`src/rtl/binary_to_bcd_converter.sv`:
```
// Sequential double-dabble binary-to-BCD converter with start/ready/valid handshake.
// The last result and its overflow flag stay stable until the next conversion completes.
module binary_to_bcd_converter #(
    parameter int INPUT_WIDTH = 16,
    parameter int NUM_DIGITS  = 4
) (
    input  logic                      clock,
    input  logic                      resetN,
    input  logic                      start,
    input  logic [INPUT_WIDTH-1:0]    binary,
    output logic                      ready,
    output logic                      valid,
    output logic [4*NUM_DIGITS-1:0]   bcd,
    output logic                      overflow
);

    localparam int BW = 4 * NUM_DIGITS;
    localparam int CW = $clog2(INPUT_WIDTH + 1);

    localparam logic [0:0] IDLE  = 1'b0;
    localparam logic [0:0] SHIFT = 1'b1;

    logic [0:0]             state;
    logic [INPUT_WIDTH-1:0] shreg;
    logic [BW-1:0]          acc;
    logic [BW-1:0]          acc_adj;
    logic [BW-1:0]          acc_next;
    logic                   sticky;
    logic                   sticky_next;
    logic [CW-1:0]          count;

    assign ready = (state == IDLE);

    // Add-3 correction is per digit with no inter-digit carry, then one shift step.
    always_comb begin
        acc_adj = '0;
        for (int unsigned i = 0; i < NUM_DIGITS; i++) begin
            if (acc[4*i +: 4] >= 4'd5) begin
                acc_adj[4*i +: 4] = acc[4*i +: 4] + 4'd3;
            end else begin
                acc_adj[4*i +: 4] = acc[4*i +: 4];
            end
        end
        acc_next    = {acc_adj[BW-2:0], shreg[INPUT_WIDTH-1]};
        sticky_next = sticky | acc_adj[BW-1];
    end

    always_ff @(posedge clock or negedge resetN) begin
        if (!resetN) begin
            state    <= IDLE;
            shreg    <= '0;
            acc      <= '0;
            sticky   <= 1'b0;
            count    <= '0;
            valid    <= 1'b0;
            bcd      <= '0;
            overflow <= 1'b0;
        end else begin
            valid <= 1'b0;
            case (state)
                IDLE: begin
                    if (start) begin
                        state  <= SHIFT;
                        shreg  <= binary;
                        acc    <= '0;
                        sticky <= 1'b0;
                        count  <= CW'(INPUT_WIDTH);
                    end
                end
                SHIFT: begin
                    acc    <= acc_next;
                    shreg  <= shreg << 1;
                    sticky <= sticky_next;
                    count  <= count - CW'(1);
                    if (count == CW'(1)) begin
                        state    <= IDLE;
                        bcd      <= acc_next;
                        overflow <= sticky_next;
                        valid    <= 1'b1;
                    end
                end
                default: state <= IDLE;
            endcase
        end
    end

endmodule

```
`config.mk`:
```
export PLATFORM = sky130hd
export DESIGN_NAME = binary_to_bcd_converter
export DESIGN_NICKNAME = d
export VERILOG_FILES = /design/src/rtl/binary_to_bcd_converter.sv
export SDC_FILE = /design/constraint.sdc
export NUM_CORES = 1
export LEC_CHECK = 0
export CAP_MARGIN = 20
export CORE_UTILIZATION = 28
export CTS_CLUSTER_DIAMETER = 200
export DETAILED_ROUTE_END_ITERATION = 12
export PLACE_DENSITY = 0.49
export SLEW_MARGIN = 20
export SYNTH_ARGS = -nofsm -noshare
export SYNTH_HDL_FRONTEND = slang
export SYNTH_SLANG_ARGS = --single-unit
```
`constraint.sdc`:
```
create_clock -name clock -period 1.8 [get_ports clock]
set_clock_uncertainty 0.2 [all_clocks]
set_input_delay 0.27 -clock clock [delete_from_list [all_inputs] [get_ports clock]]
set_output_delay 0.27 -clock clock [all_outputs]
set_load 0.01 [all_outputs]
```
==> results by group <==
CTS
  • Num CTS Buffers: 9
  • Root Driver: clkbuf_8
  • Worst-Skew Late Latency: 330 ps
  • CTS tree: built
  • CTS max path bufs: 2
  • CTS sink cnt: 57
  • CTS clock-pin slew for the worst setup and hold paths: 60 ps
  • H-tree level count: 3

Cells and area
  • Fillers: 983
  • Fin nets: between 300 and 400
  • Antenna diodes: 0
  • Layout area overhead: 27.18%
  • Final instance area: ~0.0035 mm2
  • Final core utilization: 0.3651
  • Ratio of cells with drive above 1 in the final layout: 0.1857

Setup path
  • R2r setup slk: 70 ps
  • Critical Setup Path Class: reg2reg
  • WP buf/inv: 0
  • Worst setup EP type: flip-flop
  • CP arrival: 1800 ps
  • CP Max Fanout: 5
  • Startpoint Class: flip-flop
  • CP Data Required Time: 1880 ps
  • Reg2reg start: acc[4]$_DFFE_PN0P_
  • Cell family with most CP delay: multiplexers
  • Critical R2R Capture: bcd[6]$_DFFE_PN0P_
  • Cell count of the worst reg-to-reg path: 5
  • Critical path's slowest cell: dfrtp_1
  • Worst path cell trace: ha_1 > nand2b_1 > a21oi_2 > mux2i_2 > mux2_4
  • Max stage delay on crit path: ~430 ps

Global routing
  • First-pass GRT wire length: 9466 um
  • Largest net degree at the start of global routing: 47
  • Vias in the first global route: 1,978
  • Gr ovfl total: 0
  • GRT Total Usage: 0.1223
  • Initial antenna violation count: 0

Synth
  • Seq cells post-synth: 57
  • Sequential-to-total area share from yosys stat: 0.5131
  • Syn avg cell area: roughly 11 um2
  • Net Count, Synth: 286
  • Distinct cell type count after synthesis: 32
  • Syn Inst Count: 257
  • Synthesized cell area: 0.002780 mm2
  • Ys Warns: 0

STA
  • Hold slack final: 173.9 ps
  • Slew @ Worst Pin: 442.5 ps
  • Final setup violation count: 0
  • Slew Viols, Final: 0
  • Final period util: 0.9604
  • Maximum clock frequency: a little under 0.6 GHz
  • Post-layout min period: 1729 ps
  • Final count of hold timing violations: 0
  • RSZ-0062 raised after global routing: false
  • Max-slew headroom: 0.7050
  • Setup TNS: 0 ps

Route
  • DRC viols: 0
  • Wire per inst: 12.73 um
  • Drt pass-1 iters: 4
  • ANT nets after route: 0
  • Vias per cell: 4.441
  • Final WL: between 5000 and 6000 um
  • Iteration-0 DRC count of the detailed router: between 60 and 70
  • DR vias: 1,954

Floorplan
  • # rows: 36
  • Die W: 101.6 um
  • Initial Utilization: 0.2871
  • # IOs: 38
  • Core ar.: between 0.009 and 0.01 mm2
  • Die Footprint: 0.01033 mm2
  • Chip Height: between 100 and 150 um

Flow run
  • Maximum capacitance violations: 0

Power
  • Cell area power density: 1668 mW/mm2
  • Leakage power: 1.586 nW
  • Worst vdd ir: ~0.43 mV
  • Total Power: slightly below 6 mW

Status
  • Status: completed

Hold path
  • Worst min-delay path category: in2async

Place
  • DP Area: 0.003324 mm2
  • Dpl hpwl: 3678 um
  • PortBufs: 37
  • Routability Congestion: 0.7353
## report_power, final
part	leakage, nW	switching [mW]	internal, mW
clock	0.0887	0.494	0.519
combinational	0.778	1.19	1.43
sequential	0.720	0.428	1.83
## worst max-delay path by stage
stage,start,end,slack [ps],cells past startpoint
CTS,acc[4]$_DFFE_PN0P_,bcd[6]$_DFFE_PN0P_,40,5
global route,acc[4]$_DFFE_PN0P_,bcd[6]$_DFFE_PN0P_,2,5
detailed placement,start,shreg[10]$_DFFE_PN0P_,20,4
finish,acc[4]$_DFFE_PN0P_,bcd[6]$_DFFE_PN0P_,70,5
global placement,acc[8]$_DFFE_PN0P_,bcd[10]$_DFFE_PN0P_,40,5
floorplan,acc[12]$_DFFE_PN0P_,bcd[14]$_DFFE_PN0P_,170,6
## Yosys cell counts, drive strengths merged
master	number	area (um2)
nor3b	7	52.55
xor2	1	8.760
clkbuf	5	20.01
nor3	7	35.03
nor2	6	25.03
mux2i	20	200.2
a22o	2	17.52
nand4b	1	23.77
a31o	1	8.760
xnor2	6	52.55
nand2b	4	25.02
a21o	7	53.80
nand2	35	131.4
ha	10	125.1
o21ai	28	140.1
o31ai	2	15.01
inv	13	51.30
o22ai	8	50.05
nand3	1	5.000
buf	10	67.57
dfrtp	57	1426
and3	3	18.77
a21oi	13	80.07
mux2	10	146.4
## cell families (layout without fill, tap and decap cells)
group / count (synthesis) / after routing / synth area share
adder cells (fa/ha/maj): 10 / 10 / 0.04500
buffers and inverters: 28 / 78 / 0.04995
XOR/XNOR: 7 / 7 / 0.02205
AO/OA/AOI/OAI: 61 / 61 / 0.1314
AND/OR/NAND/NOR: 64 / 64 / 0.1139
flip-flops: 57 / 57 / 0.5131
multiplexers: 30 / 30 / 0.1247
## flip-flops by register name (all words and copies together), names as in the netlist
name	count
state	1
overflow	1
sticky	1
count	5
valid	1
acc	16
shreg	16
bcd	16
## layer usage
metal,GRT usage,wire [um],up-vias
met3,0.05314,305,6
met2,0.1980,2637,40
met5,0,0,-
met1,0.1455,2586,937
met4,0.04013,71,0
li1,-,-,971
## cell type report
cell class	instances	area (um2)	area share
flip-flops and latches	57	1429	0.4041
multi-input cells	172	1239	0.3503
repair buffers	50	489.2	0.1384
well taps	133	166.4	0.04706
clock buffers	11	141.4	0.03999
inverters	13	51.30	0.01451
clock inverters	4	20.02	0.005662
## repair_timing
item,in CTS,in global routing
hold buffers,1,0
gates resized for setup,2,10
pin swaps,0,4
endpoints found under the hold margin,13,0
buffers inserted,0,2
endpoints found under the setup margin,1,10
## per-stage QoR
step / std cells / setup WS [ps]
floorplan: 257 / 168.2
global placement: 422 / 44.72
detailed placement: 422 / 23.42
CTS: 438 / 36.15
global route: 440 / 2.358
finish: 440 / 71.25
## layout by cell type, fill, tap and decap left out, types with 2 or more instances in the layout
| master | instances |
|---|---|
| buf_4 | 10 |
| nand2b_1 | 4 |
| dfrtp_2 | 2 |
| mux2i_2 | 3 |
| nor2_1 | 5 |
| ha_2 | 3 |
| a21oi_2 | 4 |
| o22ai_1 | 8 |
| mux2_4 | 9 |
| and3_1 | 3 |
| buf_12 | 2 |
| inv_2 | 2 |
| dfrtp_1 | 55 |
| nor3_1 | 7 |
| clkbuf_8 | 10 |
| nor3b_1 | 7 |
| ha_1 | 7 |
| o21ai_0 | 28 |
| mux2i_1 | 17 |
| xnor2_1 | 6 |
| inv_1 | 10 |
| clkinv_2 | 4 |
| clkdlybuf4s50_1 | 35 |
| nand2_1 | 35 |
| a21oi_1 | 9 |
| a21o_1 | 6 |
| a22o_1 | 2 |
Note: power is estimated with default switching activity, not from simulation.
